$ cat config.mk
export PLATFORM = sky130hd
export DESIGN_NAME = pb_step_ctrl
export DESIGN_NICKNAME = d
export VERILOG_FILES = /design/src/rtl/pb_step_pkg.sv /design/src/rtl/sync_debounce.sv /design/src/rtl/pb_step_ctrl.sv
export SDC_FILE = /design/constraint.sdc
export NUM_CORES = 1
export LEC_CHECK = 0
export CORE_MARGIN = 3
export CORE_UTILIZATION = 54
export CTS_CLUSTER_DIAMETER = 60
export DETAILED_ROUTE_END_ITERATION = 8
export GPL_TIMING_DRIVEN = 0
export PLACE_DENSITY_LB_ADDON = 0.3
export REMOVE_ABC_BUFFERS = 1
export SETUP_SLACK_MARGIN = 0.4
export SYNTH_ARGS = -nofsm -noshare
export SYNTH_HDL_FRONTEND = slang
export SYNTH_SLANG_ARGS = --single-unit
$ cat constraint.sdc
create_clock -name clk -period 2.4 [get_ports clk]
set_clock_uncertainty 0.15 [all_clocks]
set_input_delay 0.72 -clock clk [delete_from_list [all_inputs] [get_ports clk]]
set_output_delay 0.72 -clock clk [all_outputs]
set_load 0.01 [all_outputs]
$ cat src/rtl/pb_step_pkg.sv
// Shared types and constants for the pushbutton step controller.
// The pb_step_ctrl top honours the PB_STEP_AUTO_REPEAT_EN macro (hold-to-repeat).
package pb_step_pkg;

    // Button FSM: a strobe is generated only on the RELEASED -> PRESSED edge.
    typedef enum logic {
        RELEASED = 1'b0,
        PRESSED  = 1'b1
    } pb_state_t;

    // 5 ms debounce window at 100 MHz.
    localparam int DB_CYCLES_100MHZ      = 500000;
    localparam int DB_CNT_W_DEFAULT      = 20;
    // 0.5 s before auto-repeat kicks in, then 0.25 s between repeats.
    localparam int HOLD_CYCLES_DEFAULT   = 50000000;
    localparam int REPEAT_CYCLES_DEFAULT = 25000000;
    // Width of the step counter shown on the display.
    localparam int STEP_CNT_W            = 16;

    // Bits needed to hold values 0..n (never less than 1).
    function automatic int bits_for(input int n);
        return (n < 1) ? 1 : $clog2(n + 1);
    endfunction

endpackage

$ cat src/rtl/sync_debounce.sv
// Two-flop synchroniser followed by a saturating-window debouncer.
// Reusable for any slow, bouncy level input (pushbuttons, switches, gpi).
module sync_debounce
    import pb_step_pkg::*;
#(
    parameter int DB_CYCLES = DB_CYCLES_100MHZ,
    parameter int CNT_W     = DB_CNT_W_DEFAULT
) (
    input  logic clk,
    input  logic reset,
    input  logic din,
    output logic level
);

    localparam int SYNC_STAGES = 2;
    localparam logic [CNT_W-1:0] CNT_LAST = CNT_W'(DB_CYCLES - 1);

    logic [SYNC_STAGES-1:0] sync_reg;
    logic                   din_s;
    logic [CNT_W-1:0]       cnt_reg;
    logic                   level_reg;

    assign din_s = sync_reg[SYNC_STAGES-1];
    assign level = level_reg;

    // Bring the asynchronous input into the clk domain.
    always_ff @(posedge clk) begin
        if (reset) begin
            sync_reg <= '0;
        end else begin
            sync_reg <= {sync_reg[SYNC_STAGES-2:0], din};
        end
    end

    // Accept a new level only after DB_CYCLES consecutive differing samples;
    // any sample that matches the current level restarts the window.
    always_ff @(posedge clk) begin
        if (reset) begin
            cnt_reg   <= '0;
            level_reg <= 1'b0;
        end else if (din_s == level_reg) begin
            cnt_reg   <= '0;
        end else if (cnt_reg == CNT_LAST) begin
            cnt_reg   <= '0;
            level_reg <= din_s;
        end else begin
            cnt_reg   <= cnt_reg + 1'b1;
        end
    end

endmodule

$ cat src/rtl/pb_step_ctrl.sv
// Pushbutton single-step front end for the MIPS prototype: debounced button,
// one step strobe per press (or per tick in run mode) and a step counter.
// Define PB_STEP_AUTO_REPEAT_EN to add hold-to-repeat stepping.
module pb_step_ctrl
    import pb_step_pkg::*;
#(
    parameter int DB_CYCLES     = DB_CYCLES_100MHZ,
    parameter int CNT_W         = DB_CNT_W_DEFAULT,
    parameter int HOLD_CYCLES   = HOLD_CYCLES_DEFAULT,
    parameter int REPEAT_CYCLES = REPEAT_CYCLES_DEFAULT
) (
    input  logic                  clk,
    input  logic                  reset,
    input  logic                  pb,
    input  logic                  run_mode,
    input  logic                  tick,
    output logic                  pb_level,
    output logic                  step,
    output logic [STEP_CNT_W-1:0] step_count
);

    pb_state_t             state_reg;
    logic                  step_reg;
    logic [STEP_CNT_W-1:0] step_count_reg;
    logic                  press;
    logic                  repeat_fire;

    // Invalid configurations (debounce counter too narrow, zero-length
    // windows) elaborate this empty, named scope so they are easy to spot.
    generate
        if ((64'd1 << CNT_W) <= 64'(DB_CYCLES) || DB_CYCLES < 1 ||
            HOLD_CYCLES < 1 || REPEAT_CYCLES < 1) begin : g_bad_cfg
        end
    endgenerate

    sync_debounce #(
        .DB_CYCLES (DB_CYCLES),
        .CNT_W     (CNT_W)
    ) u_sync_debounce (
        .clk   (clk),
        .reset (reset),
        .din   (pb),
        .level (pb_level)
    );

`ifdef PB_STEP_AUTO_REPEAT_EN
    localparam int HOLD_MAX = (HOLD_CYCLES > REPEAT_CYCLES) ? HOLD_CYCLES : REPEAT_CYCLES;
    localparam int HOLD_W   = bits_for(HOLD_MAX);
    localparam logic [HOLD_W-1:0] HOLD_LAST   = HOLD_W'(HOLD_CYCLES - 1);
    localparam logic [HOLD_W-1:0] REPEAT_LAST = HOLD_W'(REPEAT_CYCLES - 1);

    logic [HOLD_W-1:0] hold_cnt_reg;
    logic              repeating_reg;
    logic              hold_active;

    // Hold timing only runs while the button is held in manual-step mode.
    always_comb begin
        hold_active = (state_reg == PRESSED) && pb_level && !run_mode;
        repeat_fire = hold_active &&
                      (hold_cnt_reg == (repeating_reg ? REPEAT_LAST : HOLD_LAST));
    end

    // First repeat after HOLD_CYCLES, then every REPEAT_CYCLES until release.
    always_ff @(posedge clk) begin
        if (reset || !hold_active) begin
            hold_cnt_reg  <= '0;
            repeating_reg <= 1'b0;
        end else if (repeat_fire) begin
            hold_cnt_reg  <= '0;
            repeating_reg <= 1'b1;
        end else begin
            hold_cnt_reg  <= hold_cnt_reg + 1'b1;
        end
    end
`else
    assign repeat_fire = 1'b0;
`endif

    // A press is the first cycle the debounced level is seen high while idle.
    always_comb begin
        press = ((state_reg == RELEASED) && pb_level) || repeat_fire;
    end

    // Button FSM, step select and step counter, all registered together.
    always_ff @(posedge clk) begin
        if (reset) begin
            state_reg      <= RELEASED;
            step_reg       <= 1'b0;
            step_count_reg <= '0;
        end else begin
            case (state_reg)
                RELEASED: if (pb_level)  state_reg <= PRESSED;
                PRESSED:  if (!pb_level) state_reg <= RELEASED;
                default:                 state_reg <= RELEASED;
            endcase
            step_reg <= run_mode ? tick : press;
            if (step_reg) begin
                step_count_reg <= step_count_reg + 1'b1;
            end
        end
    end

    assign step       = step_reg;
    assign step_count = step_count_reg;

endmodule
==> results.toml <==
[critical_path]
critPathMaxFanout = 3
worstPathRequired_ns = 1.53
critPathTopFamily = "flip-flops"
slowest_delay_ns = 0.39
critPathKind = "reg -> out"
start_kind = "flop"
cp_slowest_cell = "dfxtp_1"
cp_num_buf_inv = 1
arrival_ns = 1.06
path_cells = "dlygate4sd2_1"
endpoint_kind = "primary output"

[global_routing]
grt_max_degree = 27
grt_pass1_wl_microns = 5816
grt_use_total = 0.1799
grt_pass1_vias = 1403
grt_antenna_before_repair = 0
globalRouteOverflowTotal = 0

[logic_synthesis]
ys.flop_type = "dfxtp_1"
synthTopCellsByArea = "dfxtp_1 (45%), xor2_1 (8.7%), nor2_1 (6.4%)"
syn_area_sq_mm = 0.001805
seq_area_frac_synth = 0.4546
ys_seq_elements = 41
syn_avg_cell_area_sq_um = 9.212
synth_top_area_frac = 0.4546
yosysUniqueCellTypes = 36
synth_top_cell_by_area = "dfxtp_1"
ys.warnings.count = 0
synth_edf_count = 0
synth_cells = 196
postSynth.asyncResetShare = 0

[pwr]
switching_share = 0.2063
p_sw_mw = 0.2464
seqPwrFrac = 0.574
p_leak_nw = 0.8607
total_power_mw = 1.194
powerDensity_mw_per_mm2 = 544.1
p_clk_frac = 0.396
irDropWorstVdd_mv = 0.3487
internal_power_mw = 0.9477
power_frac_comb = 0.029

[floorplan]
die_height_microns = 63.82
std_cell_rows = 20
coreArea_sq_mm = 0.003128
io_pins = 23
die_w_microns = 63.82
start_util = 0.5772
dieArea_sq_mm = 0.004073

[final_layout]
final_cell_mix = "nor2_1 (31), dfxtp_1 (28), xor2_1 (18)"
area_delta_synth_final_pct = 21.55
fin_util = 0.7016
final_layout_size_suffix_gt1_frac = 0.1858
final_nets = 232
layout_commonest_cell = "nor2_1"
n_antenna_cell = 0
largest_reg_flops = 20

[routing]
wl_per_cell_microns = 12.86
num_vias = 1460
via_per_inst = 5.407
drtIter0Drc = 50
drt_wl_total_microns = 3473
drc = 0
ant_nets = 0
firstDrtPassIters = 4

[timing]
finalSetupViolations = 0
grt_setup_unrepaired = "no"
timing.hold.ws_ns = 0.3294
fin_ws_ns = 0.4729
timing.final.crit_share = 0.8030
hold_viol = 0
maxSlewViolCount = 0
tightestPinTransition_ns = 0.4766
fin_crit_ns = 1.927
slew_headroom = 0.6822
fmax_mhz = 518.9
finalSetupTns_ns = 0

[clocking]
clock_latency_ns = 0.35
cts_tree = "done"
htreeDepth = 2
cts_sinks = 41
path_clk_slew_ns = 0.12
cts_hold_buf = 0
numCtsBuffers = 5
root_buffer = "clkbuf_4"
cts_buffer_depth = 2

[hold_path]
hold_path.class = "reg -> reg"

[place]
portBuffers = 22
gp_congestion = 0.8010
hpwlAfterDp_microns = 2474
place_ws_ns = -0.2288

[job]
cap_violations = 0

[status]
outcome = "completed"
## what timing repair did
action	in CTS	in global routing
cloned	0	0
setup buffers	0	6
endpoints found under the setup margin	39	22
pin swaps	0	1
resized for setup	34	5
## per-stage QoR
| stage | instances | area, sq um |
|---|---|---|
| finish | 270 | 2195 |
| global route | 270 | 2195 |
| CTS | 264 | 2131 |
| detailed placement | 256 | 2041 |
| global placement | 256 | 2041 |
| floorplan | 190 | 1765 |
## cells by family after synthesis
logic type	after synthesis	synth area share
compound gates	20	0.06999
xor+xnor	23	0.1116
fa+ha+maj	2	0.01386
buf+inv	10	0.03048
flops	41	0.4546
mux	4	0.02425
simple gates	96	0.2952
## per-layer routing
layer,GRT usage,up-vias,part of all wire
li1,-,743,-
met1,0.1826,687,0.43
met2,0.3419,23,0.52
met3,0.04218,7,0.029
met4,0.08086,0,0.020
met5,0,-,0
## synthesized netlist by cell type, types with 3 or more instances
cell type	instances
nor2_1	31
xor2_1	18
o21ai_0	5
or4_1	3
nor2b_1	6
inv_1	4
dfxtp_1	41
nand3_1	10
or3_1	3
mux2_2	3
nand4_1	10
xnor2_1	5
a21oi_1	10
nand2b_1	3
nand2_1	10
and4_1	5
## worst register-to-register path, cell delays in order (launching register included)
cell,delay [ns]
dfxtp_1,0.45
and4_1,0.39
nand4_4,0.20
or4_1,0.51
a21oi_1,0.14
## worst paths after layout
| kind | start | to | slack (ns) | depth (start not counted) |
|---|---|---|---|---|
| setup / recovery | step_count[10]$_SDFFE_PP0P_ | step_count[10] | 0.47 | 1 |
| hold / removal | u_sync_debounce.sync_reg[0]$_SDFF_PP0_ | u_sync_debounce.sync_reg[1]$_SDFF_PP0_ | 0.33 | 1 |
| setup reg to reg | u_sync_debounce.cnt_reg[5]$_SDFF_PP0_ | u_sync_debounce.cnt_reg[19]$_SDFF_PP0_ | 0.50 | 4 |
| hold reg to reg | u_sync_debounce.sync_reg[0]$_SDFF_PP0_ | u_sync_debounce.sync_reg[1]$_SDFF_PP0_ | 0.33 | 1 |
## final cells by class
type	instances	area [sq um]
multi-input cells	145	937.1
fillers	249	933.4
flip-flops and latches	41	844.6
repair buffers	28	254.0
well taps	44	55.05
clock buffers	6	51.30
clock inverters	2	37.54
inverters	4	15.01
## power groups by stage
stage                     clock [mW]  sequential [mW]  combinational, mW
after floorplan                    0            0.704             0.0107
after global placement             0            0.704             0.0284
after detailed placement           0            0.704             0.0297
after CTS                      0.481            0.686             0.0281
after global routing           0.509            0.687             0.0379
final                          0.473            0.686             0.0350
Note: power is estimated with default switching activity, not from simulation.
